## config.mk

```make
export PLATFORM = sky130hd
export DESIGN_NAME = display_driver
export DESIGN_NICKNAME = d
export VERILOG_FILES = /design/src/rtl/display_driver_pkg.sv /design/src/rtl/display_bcm_timer.sv /design/src/rtl/display_driver.sv
export SDC_FILE = /design/constraint.sdc
export NUM_CORES = 1
export LEC_CHECK = 0
export CORE_MARGIN = 3
export CORE_UTILIZATION = 57
export CTS_CLUSTER_SIZE = 8
export DETAILED_ROUTE_END_ITERATION = 16
export GPL_ROUTABILITY_DRIVEN = 1
export PLACE_DENSITY = 0.85
export SYNTH_ARGS = -nofsm -noshare
export SYNTH_HDL_FRONTEND = slang
export SYNTH_SLANG_ARGS = --single-unit
```

## constraint.sdc

```tcl
create_clock -name clk -period 2.9 [get_ports clk]
set_input_delay 0.58 -clock clk [delete_from_list [all_inputs] [get_ports clk]]
set_output_delay 0.58 -clock clk [all_outputs]
set_load 0.01 [all_outputs]
```

## src/rtl/display_driver_pkg.sv

```systemverilog
// Shared types and sizing helpers for the HUB75 BCM display driver.
// Provides the scan state enum and width calculations used by the top and timer.
package display_driver_pkg;

    typedef enum logic [1:0] {
        SHIFT,
        LATCH,
        DISPLAY,
        FRAME_END
    } state_t;

    // Address width that never collapses to zero bits.
    function automatic int addr_width(input int n);
        return (n > 1) ? $clog2(n) : 1;
    endfunction

    // Width of the shift-phase cycle counter (0 .. 2*columns).
    function automatic int shift_width(input int columns);
        return $clog2(2 * columns + 1);
    endfunction

    // Width that holds the longest on-time, cyclewidth << (bitwidth-1).
    function automatic int timer_width(input int cyclewidth, input int bitwidth);
        return $clog2((cyclewidth << (bitwidth - 1)) + 1);
    endfunction

endpackage

```

## src/rtl/display_bcm_timer.sv

```systemverilog
// Loadable down-counter timing the output-enable window of one bit plane.
// Ports: clk, rst (async high), load + value start a window, done marks its last cycle.
module display_bcm_timer #(
    parameter int width = 11
) (
    input  logic             clk,
    input  logic             rst,
    input  logic             load,
    input  logic [width-1:0] value,
    output logic             done
);

    localparam logic [width-1:0] one = width'(1);

    logic [width-1:0] count;

    always_ff @(posedge clk or posedge rst) begin
        if (rst) begin
            count <= '0;
        end else if (load) begin
            count <= value;
        end else if (count != '0) begin
            count <= count - one;
        end
    end

    // A window of N cycles sees count = N .. 1; the cycle holding 1 is the last.
    assign done = (count == one);

endmodule

```

## src/rtl/display_driver.sv

```systemverilog
// HUB75 RGB matrix driver using binary code modulation over bitwidth planes.
// Ports: clk, rst (async high); row/column fetch addresses and pixel data in
// (one cycle latency); rgb/oclk/lat/oe panel pins; frame_complete end-of-frame pulse.
module display_driver
    import display_driver_pkg::*;
#(
    parameter int segments   = 1,
    parameter int rows       = 8,
    parameter int columns    = 32,
    parameter int bitwidth   = 8,
    parameter int cyclewidth = 10
) (
    input  logic                                clk,
    input  logic                                rst,
    output logic                                frame_complete,
    output logic [addr_width(rows)-1:0]         row,
    output logic [addr_width(columns)-1:0]      column,
    input  logic [3*bitwidth*segments-1:0]      pixel,
    output logic [3*segments-1:0]               rgb,
    output logic                                oe,
    output logic                                lat,
    output logic                                oclk
);

    localparam int row_w   = addr_width(rows);
    localparam int col_w   = addr_width(columns);
    localparam int plane_w = addr_width(bitwidth);
    localparam int cnt_w   = shift_width(columns);
    localparam int tw      = timer_width(cyclewidth, bitwidth);

    localparam logic [cnt_w-1:0]   shift_last = cnt_w'(2 * columns);
    localparam logic [col_w-1:0]   col_last   = col_w'(columns - 1);
    localparam logic [row_w-1:0]   row_last   = row_w'(rows - 1);
    localparam logic [plane_w-1:0] plane_last = plane_w'(bitwidth - 1);

    state_t               state, state_n;
    logic [cnt_w-1:0]     shift_cnt, shift_n;
    logic [plane_w-1:0]   plane, plane_n;
    logic [row_w-1:0]     row_n;
    logic [col_w-1:0]     column_n;
    logic                 oe_n, lat_n, oclk_n, fc_n;
    logic                 load;
    logic                 timer_done;
    logic [tw-1:0]        timer_value;
    logic [3*segments-1:0] rgb_live, rgb_hold;
    logic                 phase_a;

    // Odd shift counts are the data-setup half of each column.
    assign phase_a = (state == SHIFT) && shift_cnt[0];

    for (genvar s = 0; s < segments; s++) begin : g_seg
        logic [bitwidth-1:0] red, green, blue;
        assign red   = pixel[3*bitwidth*s + 2*bitwidth +: bitwidth];
        assign green = pixel[3*bitwidth*s + bitwidth +: bitwidth];
        assign blue  = pixel[3*bitwidth*s +: bitwidth];
        assign rgb_live[3*s +: 3] = {red[plane], green[plane], blue[plane]};
    end

    // Data is taken straight from memory in the setup half and held
    // through the oclk-high half so the panel samples a stable value.
    always_comb begin
        rgb = '0;
        if (phase_a) begin
            rgb = rgb_live;
        end else if (oclk) begin
            rgb = rgb_hold;
        end
    end

    assign timer_value = tw'(cyclewidth) << plane;

    display_bcm_timer #(
        .width(tw)
    ) u_timer (
        .clk   (clk),
        .rst   (rst),
        .load  (load),
        .value (timer_value),
        .done  (timer_done)
    );

    always_comb begin
        state_n  = state;
        shift_n  = shift_cnt;
        plane_n  = plane;
        row_n    = row;
        column_n = column;
        load     = 1'b0;
        unique case (state)
            SHIFT: begin
                if (shift_cnt == shift_last) begin
                    state_n  = LATCH;
                    shift_n  = '0;
                    column_n = '0;
                end else begin
                    shift_n = shift_cnt + 1'b1;
                    // Step the fetch address on entry to each setup half,
                    // one cycle ahead of the data it returns.
                    if (!shift_cnt[0] && column != col_last) begin
                        column_n = column + 1'b1;
                    end
                end
            end
            LATCH: begin
                state_n = DISPLAY;
                load    = 1'b1;
            end
            DISPLAY: begin
                if (timer_done) begin
                    if (plane != plane_last) begin
                        plane_n = plane + 1'b1;
                        state_n = SHIFT;
                    end else begin
                        plane_n = '0;
                        if (row == row_last) begin
                            state_n = FRAME_END;
                        end else begin
                            row_n   = row + 1'b1;
                            state_n = SHIFT;
                        end
                    end
                end
            end
            FRAME_END: begin
                row_n   = '0;
                state_n = SHIFT;
            end
            default: begin
                state_n = SHIFT;
            end
        endcase
    end

    // Panel strobes are registered from the next state so the pins are glitch free.
    always_comb begin
        oe_n   = (state_n == DISPLAY);
        lat_n  = (state_n == LATCH);
        fc_n   = (state_n == FRAME_END);
        oclk_n = (state_n == SHIFT) && (shift_n != '0) && !shift_n[0];
    end

    always_ff @(posedge clk or posedge rst) begin
        if (rst) begin
            state          <= SHIFT;
            shift_cnt      <= '0;
            plane          <= '0;
            row            <= '0;
            column         <= '0;
            rgb_hold       <= '0;
            oe             <= 1'b0;
            lat            <= 1'b0;
            oclk           <= 1'b0;
            frame_complete <= 1'b0;
        end else begin
            state          <= state_n;
            shift_cnt      <= shift_n;
            plane          <= plane_n;
            row            <= row_n;
            column         <= column_n;
            oe             <= oe_n;
            lat            <= lat_n;
            oclk           <= oclk_n;
            frame_complete <= fc_n;
            if (phase_a) begin
                rgb_hold <= rgb_live;
            end
        end
    end

endmodule

```

==> results of run 1 <==
## repair_timing
item | CTS | global route
hold endpoints to repair | 0 | 0
setup endpoints to repair | 2 | 1
resized for setup | 3 | 1
## power by group through the flow
| stage | logic [mW] | clock network, mW | registers [mW] |
|---|---|---|---|
| after floorplan | 0.0210 | 0 | 0.543 |
| after global placement | 0.0621 | 0 | 0.543 |
| after detailed placement | 0.0631 | 0 | 0.543 |
| after CTS | 0.0620 | 0.569 | 0.533 |
| after global routing | 0.0672 | 0.590 | 0.533 |
| final | 0.0602 | 0.555 | 0.533 |
## worst reg2reg max path: cells and delay by family (launching register included)
| family | cells | cell delay, ps |
|---|---|---|
| compound gates | 1 | 300 |
| buf+inv | 1 | 120 |
| simple gates | 3 | 1040 |
| flops | 1 | 500 |
| fa+ha+maj | 1 | 150 |
## placed cells by master, fill, tap and decap left out, types with 6 or more instances in the layout
master           instances
nor3_1                   7
ha_1                    14
nand2_1                 17
nor2_1                  17
clkbuf_8                 6
a21oi_1                 10
mux4_2                   6
xor2_1                   6
o21ai_1                 12
clkdlybuf4s50_1         37
dfrtp_1                 37
inv_1                    8
## routing by layer
metal / track usage, % / vias to the layer above
li1: - / 955
met1: 26.9 / 963
met2: 36.3 / 78
met3: 4.75 / 7
met4: 12.1 / 0
met5: 0 / -
## kinds of logic after synthesis
group	count (synthesis)	share of synthesized area, %
adders and majority gates	14	7.38
xor gates and xnor gates	10	3.69
AOI/OAI and AO/OA	56	15.6
buffers and inverters	23	3.96
DFF	38	40.1
muxes	14	9.23
and+or+nand+nor	83	20.1
## area by class of cell
cell class | instances | area share, %
multi-input combinational | 177 | 45.0
sequential | 38 | 32.3
timing repair buffer | 45 | 14.8
clock buffer | 6 | 2.80
clock inverter | 2 | 2.04
tap | 48 | 2.04
inverter | 8 | 1.02
## sequential cells by signal (all words and copies together), names as in the netlist
signal / cells
rgb_hold: 3
shift_cnt: 7
frame_complete: 1
u_timer.count: 11
lat: 1
plane: 3
column: 5
oe: 1
state: 2
row: 3
oclk: 1
## worst max path at each step
stage / from / end
detailed placement: pixel[7] / rgb[0]
finish: pixel[7] / rgb[0]
global route: pixel[7] / rgb[0]
global placement: pixel[7] / rgb[0]
CTS: pixel[11] / rgb[1]
floorplan: plane[0] / rgb[0]
==> metrics.md, run 1 <==
| Metric | Value |
|---|---|
| Worst Tran Pin Value | 510 ps |
| Worst slack, placed | -30.9 ps |
| Final Util | between 70% and 80% |
| First-pass GRT wire length | roughly 8900 µm |
| Synth unique cells | 53 |
| Sequential power share | 46.4% |
| DR DRC count | 0 |
| M1 wire length | approximately 2200 µm |
| Met3 wire len | around 320 µm |
| WHS Endpoint | rgb_hold[1] |
| Mapped Area | around 2400 µm² |
| Final hold violation count | 0 |
| VDD IR max | around 340 µV |
| Critical-path cell list | clkdlybuf4s50_1 -> mux4_2 -> mux2i_1 -> nor2_1 -> a31o_1 -> dlygate4sd2_1 |
| WP buf/inv | 2 |
| Setup ws final | ~180 ps |
| Final min period | between 2000 and 3000 ps |
| Register area | 952 µm² |
| Max transition margin | roughly 66% |
| TritonCTS buffer count | 5 |
| Status | complete, no violations |
| Number of nets in the layout | approximately 320 |
| Post-Route Setup TNS | 0 ps |
| Root Driver | clkbuf_8 |
| Leading area contributor after synthesis | dfrtp_1 |
| EDFF count, synth | 0 |
| TritonCTS clock tree | built |
| Placed cell areas | approximately 2800 µm² |
| Die width | between 70 and 80 µm |
| Sw power | between 200 and 250 µW |
| # rows | 22 |
| Pwr Density | between 300 and 400 nW/µm² |
| Comb power frac | between 5 and 6% |
| Slew Limit Fails | 0 |
| Grt total ovfl | 0 |
| Reg2reg path depth | 6 |
| Power Total | approximately 1.1 mW |
| Vias | ~2000 |
| Top Ports | 41 |
| Vias per inst | roughly 6.2 |
| Number of global-route vias before repair | between 2000 and 2500 |
| Hold Path Origin | rgb_hold[1] |
| Area Growth Syn to Fin | 24.4% |
| Initial DRC count | between 100 and 150 |
| Wire per inst | between 15 and 20 µm |
| Max-cap violations | 0 |
| GP Congestion | between 0.8 and 0.9 |
| Register area share after synthesis | around 40% |
| H-tree depth | 2 |
| Initial antenna violation count | 0 |
| Final setup violation count | 0 |
| RSZ-0062 raised after global routing | no |
| Worst Hold Depth | 1 |
| Hold-fix buffers at CTS | 0 |
| Post-placement cell count | approximately 320 |
| Post-Layout Inst Area | between 2000 and 3000 µm² |
| R2R setup slack | about 680 ps |
| Area taken by multi-input logic gates | approximately 1300 µm² |
| Core ar. | roughly 3800 µm² |
| Tcrit/Tclk final | between 90% and 100% |
| Max clock buf depth | 2 |
| HPWL Detailed | between 3000 and 4000 µm |
| Post-Layout Cell Count | between 300 and 400 |
| Worst setup SP type | input pin |
| Register clock-pin slew on the reported worst setup and hold paths | roughly 70 ps |
| Worst reg2reg endpoint | column[4] |
| Synth top area cells | dfrtp_1 40%, ha_1 7.4%, mux4_2 5.7% |
| Internal power | 940 µW |
| Worst skew pair latency | a little under 300 ps |
| Most frequent cell after synthesis | dfrtp_1 |
| Number of diodes | 0 |
| Cells after synthesis | 238 |
| Die ar. | around 5000 µm² |
| Critical path arrival | approximately 2100 ps |
| Routed Antenna Nets | 0 |
| Post-synth top area share | between 40% and 50% |
| Synth Register Bits | 38 |
| Number of I/O port buffers | 40 |
| Crit-path max cell delay | approximately 470 ps |
| Die Height | about 71 µm |
| Post-CTS Setup Bufs | 0 |
| Hold slack final | 487 ps |
| WP depth | 6 |
| Hold crit path type | register to register |
| Ys flop type | dfrtp_1 |
| Largest net degree at the start of global routing | 39 |
| Worst Clk Skew | 7.55 ps |
| Net Sw Frac | between 10% and 20% |
| Slowest cell on the critical path | mux4_2 |
| Post-synth top cells | 38 x dfrtp_1, 17 x nand2_1, 17 x nor2_1 |
| R2r startpoint | shift_cnt[0] |
| Crit path capture type | output port |
| Worst endpoint required time | between 2000 and 2500 ps |
| Share of layout cells above drive strength 1 | under 10% |
| Setup CP Type | input pin to output port |
| Max frequency | approximately 370 MHz |
| Synth Warn # | 0 |
| Final WL | between 4000 and 5000 µm |
| Global-route usage over all layers | between 20% and 30% |
| Initial core utilization | a little over 60% |
| Clock power frac | around half |
| Wire length on met2 | approximately 2300 µm |
| Clock Sinks | 38 |
| Post-synthesis net count | approximately 280 |
| CP delay by family, top | buffers and inverters |
| P_leak | approximately 1.4 nW |
| Top sig layer | met4 |
| Mapped Avg Cell Area | roughly 10 µm² |
| Drt pass-1 iters | 4 |
| Critical-path maximum fanout | 2 |
| FFs w/ async S/R, synth | 100% |
| Filler cells | roughly 270 |
Note: power is estimated with default switching activity, not from simulation.
==> inputs of run 2 (changes only) <==
--- a/config.mk
+++ b/config.mk
@@ -5,9 +5,9 @@
 export SDC_FILE = /design/constraint.sdc
 export NUM_CORES = 1
 export LEC_CHECK = 0
+export CAP_MARGIN = 40
 export CORE_MARGIN = 3
 export CORE_UTILIZATION = 57
-export CTS_CLUSTER_SIZE = 8
 export DETAILED_ROUTE_END_ITERATION = 16
 export GPL_ROUTABILITY_DRIVEN = 1
 export PLACE_DENSITY = 0.85
==> constraint.sdc (replaced) <==
create_clock -name clk -period 2.9 [get_ports clk]
set_input_delay 0.58 -clock clk [delete_from_list [all_inputs] [get_ports clk]]
set_output_delay 0.58 -clock clk [all_outputs]
set_load 0.005 [all_outputs]
==> run 2 against run 1 <==
  * Power up 0.39%
  * Critical path depth unchanged
  * Combinational power about the same
  * Wire length up 2.1%
  * Sequential cell count unchanged
  * Fmax up 0.80%
  * Non-clock buffer count down 1
  * Critical endpoint unchanged
  * Clock power up 0.7%
  * Sequential share of layout area about the same
  * Core utilization down 0.098 points
  * First-iteration DRC count up 66%
  * Register-to-register slack about the same
==> metrics.md, run 2 (synthesized netlist as in run 1, its figures left out) <==
| Metric | Value |
|---|---|
| Top Ports | 41 |
| Number of global-route vias before repair | a little under 2000 |
| Critical-path maximum fanout | 2 |
| Drt pass-1 iters | 4 |
| GP Congestion | between 0.8 and 0.9 |
| Top Registers | u_timer.count: 11 flops, shift_cnt: 7 flops, column: 5 flops |
| RSZ-0062 raised after global routing | no |
| Hold-fix buffers at CTS | 0 |
| Tcrit/Tclk final | around 93% |
| Initial antenna violation count | 0 |
| R2r startpoint | shift_cnt[0] |
| Area Growth Syn to Fin | 24.2% |
| Reg2reg path depth | 6 |
| Vias | 1961 |
| Max transition margin | 63.0% |
| Wire per inst | 15.6 µm |
| Commonest non-fill, non-tap cells in the layout | 37 x dfrtp_1, 37 x clkdlybuf4s50_1, 17 x nand2_1, 17 x nor2_1, 14 x ha_1 |
| Hold slack final | ~490 ps |
| Die Height | slightly above 70 µm |
| Status | complete, no violations |
| P_leak | about 1.4 nW |
| Final setup violation count | 0 |
| Post-Route Setup TNS | 0 ps |
| Max reg flops | 11 |
| Setup CP Type | input pin to output port |
| Initial core utilization | between 60 and 70% |
| Grt total ovfl | 0 |
| Worst Hold Depth | 1 |
| Hold crit path type | register to register |
| Critical-path cell list | clkdlybuf4s50_1 -> mux4_2 -> mux2i_1 -> nor2_1 -> a31o_1 -> dlygate4sd2_1 |
| # rows | 22 |
| DR DRC count | 0 |
| Slew Limit Fails | 0 |
| Power Total | about 1.2 mW |
| Die width | around 70 µm |
| WHS Endpoint | rgb_hold[1] |
| Slowest cell on the critical path | mux4_2 |
| Routed Antenna Nets | 0 |
| Worst setup SP type | input pin |
| Clock Sinks | 38 |
| First-pass GRT wire length | around 9000 µm |
| Largest net degree at the start of global routing | 39 |
| Post-placement cell count | approximately 320 |
| Worst skew pair latency | approximately 300 ps |
| Register clock-pin slew on the reported worst setup and hold paths | approximately 70 ps |
| Core ar. | approximately 3800 µm² |
| Global-route usage over all layers | between 20 and 25% |
| Final min period | around 2700 ps |
| Filler cells | 255 |
| Crit-path max cell delay | about 460 ps |
| Max frequency | roughly 370 MHz |
| Number of diodes | 0 |
| Max-cap violations | 0 |
| Max clock buf depth | 2 |
| Post-Layout Cell Count | approximately 320 |
| Number of nets in the layout | between 300 and 400 |
| HPWL Detailed | about 3600 µm |
| Hold Path Origin | rgb_hold[1] |
| Final WL | 5040 µm |
| Worst reg2reg endpoint | column[1] |
| Largest register by flop count | u_timer.count |
| H-tree depth | 2 |
| Die ar. | slightly below 5000 µm² |
| Critical path arrival | 2120 ps |
| Number of I/O port buffers | 40 |
| WP buf/inv | 2 |
| Worst Clk Skew | about 8.7 ps |
| CP delay by family, top | buffers and inverters |
| Root Driver | clkbuf_8 |
| Pwr Density | between 300 and 400 nW/µm² |
| Initial DRC count | 168 |
| Crit path capture type | output port |
| TritonCTS buffer count | 5 |
| TritonCTS clock tree | built |
| R2R setup slack | between 600 and 700 ps |
| Final hold violation count | 0 |
| Worst endpoint required time | 2320 ps |
| Worst Tran Pin Value | 541 ps |
| VDD IR max | ~230 µV |
| Post-CTS Setup Bufs | 0 |
| Vias per inst | roughly 6.1 |
| Share of layout cells above drive strength 1 | 9.45% |
[run 2: final cells by class]
type	instances	area, µm²	area share (%)
inverter	8	30.0	1.02
clock inverter	2	60.1	2.04
multi-input combinational	177	1330	45.1
timing repair buffer	44	434	14.7
tap	48	60.1	2.04
sequential	38	952	32.3
clock buffer	6	82.6	2.80
[run 2: through the flow]
step | setup WS, ps | util (%) | area, µm²
floorplan | 835 | - | 2370
global placement | 26.8 | 73.2 | 2800
detailed placement | -3.78 | 73.2 | 2800
CTS | 4.27 | 76.9 | 2940
global route | 96.4 | 77.0 | 2950
finish | 198 | 77.0 | 2950
[run 2: power by group]
| group | internal, mW | leakage (nW) | switching (mW) | total [mW] |
|---|---|---|---|---|
| clock | 0.367 | 0.0714 | 0.192 | 0.559 |
| combinational | 0.0414 | 0.806 | 0.0186 | 0.0600 |
| sequential | 0.532 | 0.493 | 0.00141 | 0.533 |
| total | 0.940 | 1.37 | 0.212 | 1.15 |
[run 2: repair_timing]
item | CTS | global route
setup endpoints to repair | 3 | 2
resized for setup | 2 | 2
hold endpoints to repair | 0 | 0
pin swaps | 0 | 0
[run 2: worst max path at each step]
stage	startpoint	end	slack [ps]	cells after the start
finish	pixel[7]	rgb[0]	200	6
global route	pixel[7]	rgb[0]	100	6
CTS	pixel[11]	rgb[1]	4	6
detailed placement	pixel[7]	rgb[0]	-4	6
global placement	pixel[7]	rgb[0]	30	6
floorplan	plane[0]	rgb[0]	830	5
[run 2: worst reg2reg max path: stages, from the launching register on]
cell and delay [ps]:
dfrtp_1 510, inv_1 130, ha_1 150, or4b_4 490, nor3b_4 380, nor2_1 180
a32o_1 290
[run 2: per-layer routing]
layer  routed length [µm]  track usage, %  up-vias
met1                 2210            29.9      929
met4                   68            6.60        0
met3                  313            5.18        8
li1                     -               -      952
met5                    0               0        -
met2                 2450            36.2       72
==> inputs of run 3 (changes only) <==
--- a/config.mk
+++ b/config.mk
@@ -13,4 +13,5 @@
 export PLACE_DENSITY = 0.85
 export SYNTH_ARGS = -nofsm -noshare
 export SYNTH_HDL_FRONTEND = slang
+export SYNTH_HIERARCHICAL = 1
 export SYNTH_SLANG_ARGS = --single-unit
==> run 3 against run 2 <==
  * Wire length increased by 0.58%
  * Combinational power increased by 6.0%
  * Worst hold slack improved by 7.9 ps
  * Sequential cell count unchanged
  * Sequential share of layout area increased by 0.083 points
  * Core utilization increased by 0.36 points
  * Sequential power about the same
  * Critical path depth unchanged
  * Highest routed layer unchanged
==> metrics.md, run 3 <==
| Metric | Value |
|---|---|
| GP Congestion | just over 0.9 |
| Post-synthesis net count | 273 |
| Worst Tran Pin Value | 652 ps |
| Max frequency | about 360 MHz |
| Max transition margin | a little under three fifths |
| Synth unique cells | 54 |
| Initial DRC count | roughly 170 |
| Final WL | about 5100 µm |
| EDFF count, synth | 0 |
| Hold-fix buffers at CTS | 0 |
| Placed cell areas | ~2800 µm² |
| Post-synth top cells | 38 x dfrtp_1, 15 x inv_1, 15 x nand2_1 |
| Core ar. | 3800 µm² |
| # rows | 22 |
| Mapped Area | approximately 2300 µm² |
| Comb power frac | approximately 5.5% |
| Slew Limit Fails | 0 |
| Most frequent cell after synthesis | dfrtp_1 |
| Share of layout cells above drive strength 1 | about an eighth |
| Die width | 70.1 µm |
| Crit path capture type | output port |
| Status | complete, no violations |
| First-pass GRT wire length | 8590 µm |
| Top Registers | u_timer/count: 11 flops, shift_cnt: 7 flops, column: 5 flops |
| Tcrit/Tclk final | a little over nine tenths |
| Register area share after synthesis | between 40% and 50% |
| Post-synth top area share | approximately 40% |
| Net Sw Frac | between 10% and 20% |
| Initial antenna violation count | 0 |
| Top Ports | just over 40 |
| Max-cap violations | 0 |
| Mapped Avg Cell Area | between 10 and 15 µm² |
| Number of global-route vias before repair | about 1900 |
| Die Height | 70.1 µm |
| Worst endpoint required time | approximately 2300 ps |
| Hold slack final | 493 ps |
| P_leak | roughly 1.4 nW |
| Number of I/O port buffers | 40 |
| Number of diodes | 0 |
| Critical path arrival | between 2000 and 2500 ps |
| HPWL Detailed | 3640 µm |
| Worst setup SP type | input pin |
| Largest net degree at the start of global routing | 28 |
| Worst slack, placed | -59.6 ps |
| Synth top area cells | dfrtp_1 41%, ha_1 6.9%, mux4_2 5.8% |
| Sequential power share | 46.2% |
| Final min period | about 2800 ps |
| Final hold violation count | 0 |
| Largest register by flop count | u_timer/count |
| Hold crit path type | register to register |
| RSZ-0062 raised after global routing | no |
| Register clock-pin slew on the reported worst setup and hold paths | around 80 ps |
| Worst Clk Skew | approximately 6.2 ps |
| Pwr Density | around 390 nW/µm² |
| Sw power | between 200 and 250 µW |
| Vias | around 1900 |
| Vias per inst | roughly 5.9 |
| Clock power frac | 48.3% |
| Root Driver | clkbuf_8 |
| Ys flop type | dfrtp_1 |
| Max clock buf depth | 2 |
| FFs w/ async S/R, synth | 100% |
| Critical-path maximum fanout | 2 |
| Initial core utilization | 61.6% |
| Routed Antenna Nets | 0 |
| Number of nets in the layout | ~320 |
| Clock Sinks | 38 |
| Grt total ovfl | 0 |
| Post-Layout Inst Area | slightly below 3000 µm² |
| Drt pass-1 iters | 4 |
| Cells after synthesis | about 230 |
| Post-Layout Cell Count | roughly 330 |
| Setup CP Type | input pin to output port |
| Max reg flops | 11 |
| TritonCTS clock tree | built |
| Setup ws final | around 150 ps |
| Commonest non-fill, non-tap cells in the layout | 37 x dfrtp_1, 37 x clkdlybuf4s50_1, 15 x nand2_1, 15 x inv_1, 14 x o21ai_0 |
| Wire per inst | 15.6 µm |
| Leading area contributor after synthesis | dfrtp_1 |
| Global-route usage over all layers | between 20% and 30% |
| TritonCTS buffer count | 5 |
| VDD IR max | 262 µV |
| H-tree depth | 2 |
| Post-placement cell count | 317 |
| Worst skew pair latency | roughly 290 ps |
| Die ar. | between 4000 and 5000 µm² |
| Power Total | approximately 1.2 mW |
| Area Growth Syn to Fin | 25.5% |
| Internal power | about 940 µW |
| Synth Register Bits | 38 |
| Final setup violation count | 0 |
| Synth Warn # | 6 |
| DR DRC count | 0 |
-- run 3: layout make-up --
class	count	area [µm²]
Multi-Input combinational cell	170	1270
Sequential cell	38	952
Fill cell	268	860
Timing Repair Buffer	47	453
Clock buffer	6	82.6
Clock inverter	2	60.1
Tap cell	48	60.1
Inverter	15	56.3
-- run 3: through the flow --
step           setup TNS, ps  util (%)
6_report                   0      77.4
5_1_grt                    0      77.4
4_1_cts                -57.8      77.1
3_5_place_dp            -141      73.4
3_3_place_gp           -37.8      73.4
2_1_floorplan              0         -
-- run 3: kinds of logic (layout without fill, tap and decap cells) --
group	Yosys count	in the layout	share of synthesized area [%]
buf+inv	26	70	4.92
xor+xnor	8	8	2.99
flops	38	38	40.6
fa+ha+maj	13	13	6.95
other cells	1	1	0.160
simple gates	79	79	18.9
compound gates	52	52	14.7
mux	17	17	10.7
-- run 3: power groups by stage --
stage / clock (mW) / sequential, mW / combinational, mW
2_1_floorplan: 0 / 0.543 / 0.0205
3_3_place_gp: 0 / 0.543 / 0.0631
3_5_place_dp: 0 / 0.543 / 0.0647
4_1_cts: 0.564 / 0.533 / 0.0641
5_1_grt: 0.581 / 0.533 / 0.0698
6_report: 0.557 / 0.533 / 0.0636
-- run 3: critical path, stage by stage --
cell and delay, ps:
clkdlybuf4s50_1 400, mux4_2 470, mux2i_1 190, nor2_1 90, a31o_1 190, dlygate4sd2_1 260
-- run 3: repair_timing --
item / in CTS / in global routing
setup endpoints to repair: 3 / 1
resized for setup: 3 / 1
buffers inserted: 0 / 1
pin swaps: 0 / 1
-- run 3: worst paths after layout --
path                                        from  cells after the start          endpoint  slack, ps
worst min register to register       rgb_hold[2]                      1       rgb_hold[2]        490
max in group asynchronous                    rst                      3          plane[0]       1950
worst max register to register  u_timer/count[6]                      5            row[0]        750
worst max-delay path                   pixel[23]                      6            rgb[2]        150
worst min-delay path                 rgb_hold[2]                      1       rgb_hold[2]        490
min in group asynchronous                    rst                      2  u_timer/count[7]        600
-- run 3: routing by layer --
| metal | vias to the layer above | global-route usage [%] | part of all wire (%) |
|---|---|---|---|
| li1 | 929 | - | - |
| met1 | 938 | 28.9 | 45 |
| met2 | 45 | 35.5 | 51 |
| met3 | 2 | 4.75 | 3.7 |
| met4 | 0 | 4.89 | 0.26 |
| met5 | - | 0 | 0 |
